## config.mk

```make
export PLATFORM = sky130hd
export DESIGN_NAME = execute_wb_stage
export DESIGN_NICKNAME = d
export VERILOG_FILES = /design/src/rtl/execute_wb_stage.sv
export SDC_FILE = /design/constraint.sdc
export NUM_CORES = 1
export LEC_CHECK = 0
export ABC_CLOCK_PERIOD_IN_PS = 4300
export BUFFER_PORTS_ARGS = -buffer_cell sky130_fd_sc_hd__buf_2
export CAP_MARGIN = 20
export CORE_MARGIN = 2
export CORE_UTILIZATION = 50
export DETAILED_ROUTE_END_ITERATION = 6
export MAX_ROUTING_LAYER = met4
export PLACE_DENSITY = 0.85
export RECOVER_POWER = 100
export SYNTH_ARGS = -nofsm -noshare
export SYNTH_HDL_FRONTEND = slang
export SYNTH_SLANG_ARGS = --single-unit
```

## constraint.sdc

```tcl
create_clock -name clk -period 4.3 [get_ports clk]
set_input_delay 0.645 -clock clk [delete_from_list [all_inputs] [get_ports clk]]
set_output_delay 0.645 -clock clk [all_outputs]
set_load 0.05 [all_outputs]
```

## src/rtl/execute_wb_stage.sv

```systemverilog
`default_nettype none
// ============================================================================
// Module   : execute_wb_stage
// Purpose  : Execute and write-back pipeline stages with load-use interlock
//            and an optional 2-cycle multiplier (define EXEC_MUL_EN).
// Revision : 1.0 - initial release
// ============================================================================
module execute_wb_stage #(
    parameter int A_SIZE = 10,
    parameter int D_SIZE = 32
) (
    input  logic              clk,
    input  logic              reset,
    input  logic              valid_read,
    input  logic [3:0]        opcode_read,
    input  logic [2:0]        dest_read,
    input  logic [D_SIZE-1:0] op1_read,
    input  logic [D_SIZE-1:0] op2_read,
    input  logic [2:0]        raddr_1,
    input  logic [2:0]        raddr_2,
    input  logic              flush,
    input  logic [D_SIZE-1:0] data_in,
    output logic              stall,
    output logic              reset_execute,
    output logic              flag_result_execute,
    output logic [2:0]        dest_execute,
    output logic [D_SIZE-1:0] comb_result_execute,
    output logic              reset_wb,
    output logic              write_en,
    output logic [2:0]        dest_wb,
    output logic [D_SIZE-1:0] result_wb,
    output logic [A_SIZE-1:0] addr,
    output logic [D_SIZE-1:0] data_out,
    output logic              read,
    output logic              write
);

    localparam int SH_W = $clog2(D_SIZE);

    localparam logic [3:0] OP_ADD   = 4'd1;
    localparam logic [3:0] OP_SUB   = 4'd2;
    localparam logic [3:0] OP_AND   = 4'd3;
    localparam logic [3:0] OP_OR    = 4'd4;
    localparam logic [3:0] OP_XOR   = 4'd5;
    localparam logic [3:0] OP_SHL   = 4'd6;
    localparam logic [3:0] OP_SHR   = 4'd7;
    localparam logic [3:0] OP_SHRA  = 4'd8;
    localparam logic [3:0] OP_LOADC = 4'd9;
    localparam logic [3:0] OP_LOAD  = 4'd10;
    localparam logic [3:0] OP_STORE = 4'd11;

    logic              ex_valid_q, ex_valid_d;
    logic [3:0]        ex_op_q,    ex_op_d;
    logic [2:0]        ex_dest_q,  ex_dest_d;
    logic [D_SIZE-1:0] ex_op1_q,   ex_op1_d;
    logic [D_SIZE-1:0] ex_op2_q,   ex_op2_d;

    logic              wb_valid_q, wb_valid_d;
    logic              wb_wr_q,    wb_wr_d;
    logic              wb_load_q,  wb_load_d;
    logic [2:0]        wb_dest_q,  wb_dest_d;
    logic [D_SIZE-1:0] wb_res_q,   wb_res_d;

    logic              w_mul_busy;
    logic              w_mul_done;
    logic              w_is_alu;
    logic              w_is_load;
    logic              w_writes;
    logic              w_load_use;
    logic [SH_W-1:0]   w_shamt;
    logic [D_SIZE-1:0] w_result;

`ifdef EXEC_MUL_EN
    localparam logic [3:0] OP_MUL  = 4'd12;
    localparam logic [0:0] MS_IDLE = 1'b0;
    localparam logic [0:0] MS_DONE = 1'b1;

    logic [0:0]          mul_state_q, mul_state_d;
    logic                w_ex_mul;
    logic [2*D_SIZE-1:0] w_prod;

    assign w_ex_mul = ex_valid_q && (ex_op_q == OP_MUL);
    assign w_prod   = {{D_SIZE{1'b0}}, ex_op1_q} * {{D_SIZE{1'b0}}, ex_op2_q};

    always_ff @(posedge clk or negedge reset) begin
        if (!reset) mul_state_q <= MS_IDLE;
        else        mul_state_q <= mul_state_d;
    end

    always_comb begin
        mul_state_d = MS_IDLE;
        if (mul_state_q == MS_IDLE && w_ex_mul) mul_state_d = MS_DONE;
    end

    // First cycle of a MUL in execute is BUSY, the second one completes it.
    always_comb begin
        w_mul_busy = w_ex_mul && (mul_state_q == MS_IDLE);
        w_mul_done = w_ex_mul && (mul_state_q == MS_DONE);
    end
`else
    assign w_mul_busy = 1'b0;
    assign w_mul_done = 1'b0;
`endif

    assign w_shamt   = ex_op2_q[SH_W-1:0];
    assign w_is_alu  = (ex_op_q >= OP_ADD) && (ex_op_q <= OP_SHRA);
    assign w_is_load = (ex_op_q == OP_LOAD);
    assign w_writes  = w_is_alu || (ex_op_q == OP_LOADC) || w_is_load || w_mul_done;

    always_comb begin
        w_result = '0;
        case (ex_op_q)
            OP_ADD:   w_result = ex_op1_q + ex_op2_q;
            OP_SUB:   w_result = ex_op1_q - ex_op2_q;
            OP_AND:   w_result = ex_op1_q & ex_op2_q;
            OP_OR:    w_result = ex_op1_q | ex_op2_q;
            OP_XOR:   w_result = ex_op1_q ^ ex_op2_q;
            OP_SHL:   w_result = ex_op1_q << w_shamt;
            OP_SHR:   w_result = ex_op1_q >> w_shamt;
            OP_SHRA:  w_result = $signed(ex_op1_q) >>> w_shamt;
            OP_LOADC: w_result = ex_op2_q;
`ifdef EXEC_MUL_EN
            OP_MUL:   w_result = w_prod[D_SIZE-1:0];
`endif
            default:  w_result = '0;
        endcase
    end

    assign w_load_use = ex_valid_q && w_is_load && valid_read &&
                        ((ex_dest_q == raddr_1) || (ex_dest_q == raddr_2));

    // Flush beats the load-use stall, but never a multiply in progress.
    assign stall = w_mul_busy || (w_load_use && !flush);

    always_comb begin
        ex_valid_d = ex_valid_q;
        ex_op_d    = ex_op_q;
        ex_dest_d  = ex_dest_q;
        ex_op1_d   = ex_op1_q;
        ex_op2_d   = ex_op2_q;
        if (!w_mul_busy) begin
            ex_valid_d = valid_read && !flush && !w_load_use;
            ex_op_d    = opcode_read;
            ex_dest_d  = dest_read;
            ex_op1_d   = op1_read;
            ex_op2_d   = op2_read;
        end
    end

    always_comb begin
        wb_valid_d = ex_valid_q && !w_mul_busy;
        wb_wr_d    = ex_valid_q && !w_mul_busy && w_writes;
        wb_load_d  = ex_valid_q && w_is_load;
        wb_dest_d  = ex_dest_q;
        wb_res_d   = w_result;
    end

    always_ff @(posedge clk or negedge reset) begin
        if (!reset) begin
            ex_valid_q <= 1'b0;
            ex_op_q    <= '0;
            ex_dest_q  <= '0;
            ex_op1_q   <= '0;
            ex_op2_q   <= '0;
            wb_valid_q <= 1'b0;
            wb_wr_q    <= 1'b0;
            wb_load_q  <= 1'b0;
            wb_dest_q  <= '0;
            wb_res_q   <= '0;
        end else begin
            ex_valid_q <= ex_valid_d;
            ex_op_q    <= ex_op_d;
            ex_dest_q  <= ex_dest_d;
            ex_op1_q   <= ex_op1_d;
            ex_op2_q   <= ex_op2_d;
            wb_valid_q <= wb_valid_d;
            wb_wr_q    <= wb_wr_d;
            wb_load_q  <= wb_load_d;
            wb_dest_q  <= wb_dest_d;
            wb_res_q   <= wb_res_d;
        end
    end

    assign reset_execute       = ex_valid_q;
    assign flag_result_execute = ex_valid_q && (w_is_alu || (ex_op_q == OP_LOADC) || w_mul_done);
    assign dest_execute        = ex_dest_q;
    assign comb_result_execute = w_result;
    assign addr                = ex_op1_q[A_SIZE-1:0];
    assign data_out            = ex_op2_q;
    assign read                = ex_valid_q && w_is_load;
    assign write               = ex_valid_q && (ex_op_q == OP_STORE);

    assign reset_wb  = wb_valid_q;
    assign write_en  = wb_wr_q;
    assign dest_wb   = wb_dest_q;
    assign result_wb = wb_load_q ? data_in : wb_res_q;

endmodule
`default_nettype wire

```

# [Yosys cells after proc, flatten, opt, wreduce, memory -nomap -nowiden]
# Index checks and enable logic that the tools add are counted.
[word_totals] wordCells=50 regBits=110 output_inout_bits=119 in_bits=113
[classes] add_sub_neg=2 muxes=2 eq_ne=13 n_reduce_logical=15 order_cmp=2 n_bitwise=3 shifts=3
[ops] cell="case mux 32 bit (9 select lines)" n=1
[ops] cell="adder 32 bit" n=1
[ops] cell="bitwise AND 32 bit" n=1
[ops] cell="2-to-1 mux 32 bit" n=1
[ops] cell="OR 32 bit" n=1
[ops] cell="<< shifter 32 x 5 -> 32 bit" n=1
[ops] cell=">> shifter 32 x 5 -> 32 bit" n=1
[ops] cell=">>> shifter 32 x 5 -> 32 bit" n=1
[ops] cell="subtractor 32 bit" n=1
[ops] cell="bitwise XOR 32 bit" n=1
[ops] cell="== test 4 x 3 -> 1 bit (second input constant)" n=4
[ops] cell="== test 4 bit (second input constant)" n=4
[ops] cell="logical AND 1 bit" n=10
[ops] cell="== test 4 x 2 -> 1 bit (second input constant)" n=2
[ops] cell="== test 3 bit" n=2
[ops] cell="== test 4 x 1 -> 1 bit (second input constant)" n=1
[ops] cell="greater-or-equal comparator 4 x 1 -> 1 bit (second input constant)" n=1
[ops] cell="less-or-equal comparator 4 bit (second input constant)" n=1
[ops] cell="logical OR 1 bit" n=3
[ops] cell="zero test 1 bit" n=2

# [Depth between registers and ports, before layout]
[logic_depth] ltp_word=6 depth_mapped=19 depth_no_buf=17

# [Worst setup path after synthesis]
# No wires, ideal clock.
[synth_timing] path_type="register to output" start="reg ex_op2_q[0], in the netlist data_out[0]" end="out comb_result_execute[27]" n_path_buf=3 arrival_ns=5.040 t_required_ns=3.655 setup_slack_ns=-1.385 path_stages_with_launch=18 cell_sequence="dfrtp_1 > buf_6 > inv_2 > buf_2 > ha_1 > nor2b_1 > nand3_1 > o41ai_1 > xnor2_1 > ha_1 > clkbuf_1 > a21o_1 > a211o_1 > a21oi_1 > a21oi_1 > o2111ai_1 > a21boi_0 > o311ai_1"
[synth_via] elab_chain_len=2 elab_cells_between_ends=6 classes_between="add/sub: 2; shift: 3; mux: 1"
[synth_rtl] element="start, declared" line_no="56" rtl="logic [D_SIZE-1:0] ex_op2_q, ex_op2_d;"
[synth_rtl] element="start signal, assigned" line_no="175" rtl="ex_op2_q <= ex_op2_d;"
[synth_rtl] element="subtractor 32 bit (tied with other cells)" line_no="114" rtl="OP_SUB: w_result = ex_op1_q - ex_op2_q;"
[synth_rtl] element="case mux 32 bit (9 select lines) (*)" line_no="112" rtl="case (ex_op_q)"
[synth_rtl] element="end, declared" line_no="27" rtl="output logic [D_SIZE-1:0] comb_result_execute,"
# Mark *: on every way between the ends. The rest lies on a longest branch, timed or not.

# [Final worst setup path]
[layout_timing] start="reg ex_op2_q[4], in the netlist data_out[4]" end="out comb_result_execute[26]"
# Same word-level chain as after synthesis.

==> run metrics <==
net switching power 0.00189 W; sequence of cells on the critical path nor4_4, buf_4, and4_4, inv_1, o21ai_0, xnor2_1, ha_1, and4_4, and2_1, a31oi_1, o21a_1, a21o_1, o41a_1, xnor2_1, a221o_2, buf_6; Final period util 110%; crit-path max cell delay 0.43 ns; RSZ-0062 raised after global routing yes; hold path startpoint op2_read[24]; Max-Cap Viols 3; arrival time worst endpoint 4.07 ns; flops & latches, synth 110; Starting DRT DRC Count 1797; PortBufs 231; die area 24900 µm²; antenna-violating nets left 0; Die W 158 µm; clock slew seen by the registers of the worst setup and hold paths 0.09 ns; Worst-Margin Slew 2.56 ns; synthesized cell area 11800 µm²; H-tree levels 3; final std cells w/o fill 2048; number of synthesized flops with an enable pin 0; vias in the first global route 12.7k; Area after DPL 14400 µm²; failing checks capacitance limit, slew limit, setup timing; final hold vios 0; routed vias 13.5k; WHS Path Cells 1; Pleak 7.02 nW; CP top delay family compound AO/OA/AOI/OAI gates; Hold/Removal Path Class in2reg; fmax 212 MHz; Switching Fraction 44.3%; Core Area 23300 µm²; Synth async-reset ratio 100%; Cell variety after synth 83; clock power share 21.7%; initial antenna violation count 0; Max VDD drop 183 µV; Slew Viols, Final 127; pre-CTS setup slack -0.149 ns; IO Pins 232; Seq/Total Area, Yosys 23.3%; Net Count, Synth 1575; final worst path period need 4.71 ns; DIE HEIGHT 158 µm; sequential cell area 2770 µm²; Critical Path Sink Type primary output; CP bufs+invs 3; WP data required 3.65 ns; Levels on crit path 16; first-pass GRT wire length 76600 µm; hold_buf cts 0; drt pass-1 iters 7; CP Launch Point data_out[4]; outcome complete, but fails checks; reg2reg start data_out[3]; routability cong. 1.04; gr usage total 42.3%; Non-Filler Cell Area, Final 15500 µm²; Avg Cell Area, Syn 8.67 µm²; Starting Density 50.7%; dpl hpwl 39100 µm; cells on worst reg2reg path 10; Seq pwr share 28.3%; CTS Buf Count 9; CP max FO 4; Clock Sinks 110; gr ovfl total 0; Multi-input gate area 8850 µm²; Rows 56; layout cells sized above 1 33.4%; Cells after Synth 1364; vias per inst 6.61; Final Core Density 66.6%; Comb pwr share 50.0%; TritonCTS clock tree yes; average routed wire per standard cell 25.9 µm; pin count of the biggest net entering global routing 75; final setup margin -0.410 ns; routed wire length 53000 µm; clock skew 0.0113 ns; P per Cell Area 274 nW/µm²; Max transition margin -70.9%; Setup violations, final 31; Layout Nets 1935; CTS Root Cell clkbuf_16; Top FF cell, synth dfrtp_1; placed instance count 1990; Clk Latency, worst-skew pair 0.37 ns; Ant. Diodes 0; CP Class reg2out; Post-route DRC 0; Pint 0.00237 W; slowest CP cell dfrtp_2; Max Root-Sink Buffers 2; Startpoint Class flop; P&R area growth vs syn 31.5%; Synthesis Warnings 0; # fillers 1932
==> layout make-up <==
class	count	share of cell area, %
timing repair buffer	451	18.7
tap	319	2.57
inverter	81	2.05
sequential	110	17.8
clock buffer	10	1.47
clock inverter	6	0.483
multi-input combinational	1071	56.9
==> state kept, by name, indices dropped and copies added, names as in the netlist, 3 cells and up <==
name and cells:
ex_op_q 4, dest_execute 3, ex_op1_q 32, data_out 32, dest_wb 3, wb_res_q 32
==> cells by family after synthesis <==
logic type      after synthesis  synth area share [%]
mux                         141                  17.8
compound gates              421                  23.3
simple gates                358                  14.0
fa+ha+maj                    98                  10.4
buf+inv                     183                  7.30
flops                       110                  23.3
xor+xnor                     53                  3.92
==> worst register-to-register path, cell delays in order, from the launching register on <==
cell and delay, ns:
dfrtp_2 0.43, buf_4 0.23, clkbuf_2 0.63, nor2_1 0.81, o22ai_1 0.25, a31oi_1 0.24, a21oi_1 0.17, a211oi_1 0.44
nand4b_1 0.23, buf_4 0.19, buf_4 0.12
==> what timing repair did <==
| item | CTS | global route |
|---|---|---|
| buffers inserted | 25 | 18 |
| setup endpoints to repair | 26 | 27 |
| resized for setup | 121 | 62 |
| pin swaps | 54 | 36 |
==> Yosys cell counts (20+ instances only) <==
| library cell | count | share of area, % |
|---|---|---|
| nor3_1 | 20 | 0.85 |
| ha_1 | 97 | 10 |
| inv_1 | 78 | 2.5 |
| o21ai_0 | 99 | 4.2 |
| a21oi_1 | 100 | 4.2 |
| nand2_1 | 115 | 3.6 |
| mux2_2 | 45 | 4.3 |
| buf_2 | 23 | 0.97 |
| mux4_2 | 37 | 7.0 |
| clkbuf_1 | 44 | 1.4 |
| xnor2_1 | 47 | 3.5 |
| o211ai_1 | 26 | 1.7 |
| mux2i_1 | 47 | 4.0 |
| dfrtp_1 | 110 | 23 |
| nor2_1 | 132 | 4.2 |
==> power groups by stage <==
stage	logic [W]	registers [W]	clock network [W]
after floorplan	0.00118	0.00126	0
after global placement	0.00186	0.00121	0
after detailed placement	0.00189	0.00122	0
after CTS	0.00201	0.00120	0.000927
after global routing	0.00223	0.00121	0.000966
final	0.00213	0.00120	0.000923
==> cells in the final DEF, fill, tap and decap left out, types with 6 or more instances in the layout <==
master and count:
a211o_1 9, a211oi_1 14, a21o_1 17, a21oi_1 88, a21oi_2 9, a221o_1 6, a221oi_1 18, a22oi_1 13
a31oi_1 15, and3_1 7, buf_2 118, buf_4 196, buf_6 30, clkbuf_1 98, clkbuf_16 9, dfrtp_1 101
dfrtp_2 7, ha_1 94, inv_1 77, mux2_2 45, mux2i_1 46, mux4_1 10, mux4_2 37, nand2_1 108
nand2_2 7, nand2b_1 16, nand3_1 15, nor2_1 125, nor3_1 13, nor3_2 7, o211ai_1 26, o21ai_0 82
o21ai_1 17, o21ai_2 9, o22ai_1 13, xnor2_1 44
==> per-layer routing <==
layer | GRT usage [%] | part of all wire (%) | wire, µm | vias to the layer above
met1 | 54.2 | 38 | 20100 | 6506
li1 | - | - | - | 5753
met5 | - | 0 | 0 | -
met3 | 8.98 | 12 | 6450 | 211
met2 | 64.9 | 45 | 23700 | 1063
met4 | 18.1 | 5.1 | 2720 | 0
==> path summary, 6_finish.rpt <==
kind	end	slack, ns
max in group asynchronous	data_out[0]	0.26
worst max register to register	wb_res_q[28]	0.46
worst max-delay path	comb_result_execute[26]	-0.41
worst min-delay path	data_out[24]	0.37
min in group asynchronous	ex_op1_q[29]	0.51
worst min register to register	reset_wb	0.44
==> through the flow <==
stage | setup TNS, ns | total power, W | hold slack, ns
floorplan | -0.435 | 0.00244 | 0.349
global placement | -0.234 | 0.00307 | 0.393
detailed placement | -0.760 | 0.00310 | 0.411
CTS | -3.20 | 0.00414 | 0.364
global route | -12.67 | 0.00441 | 0.363
finish | -7.63 | 0.00426 | 0.370
No activity file was read; power rests on OpenSTA's default activity.
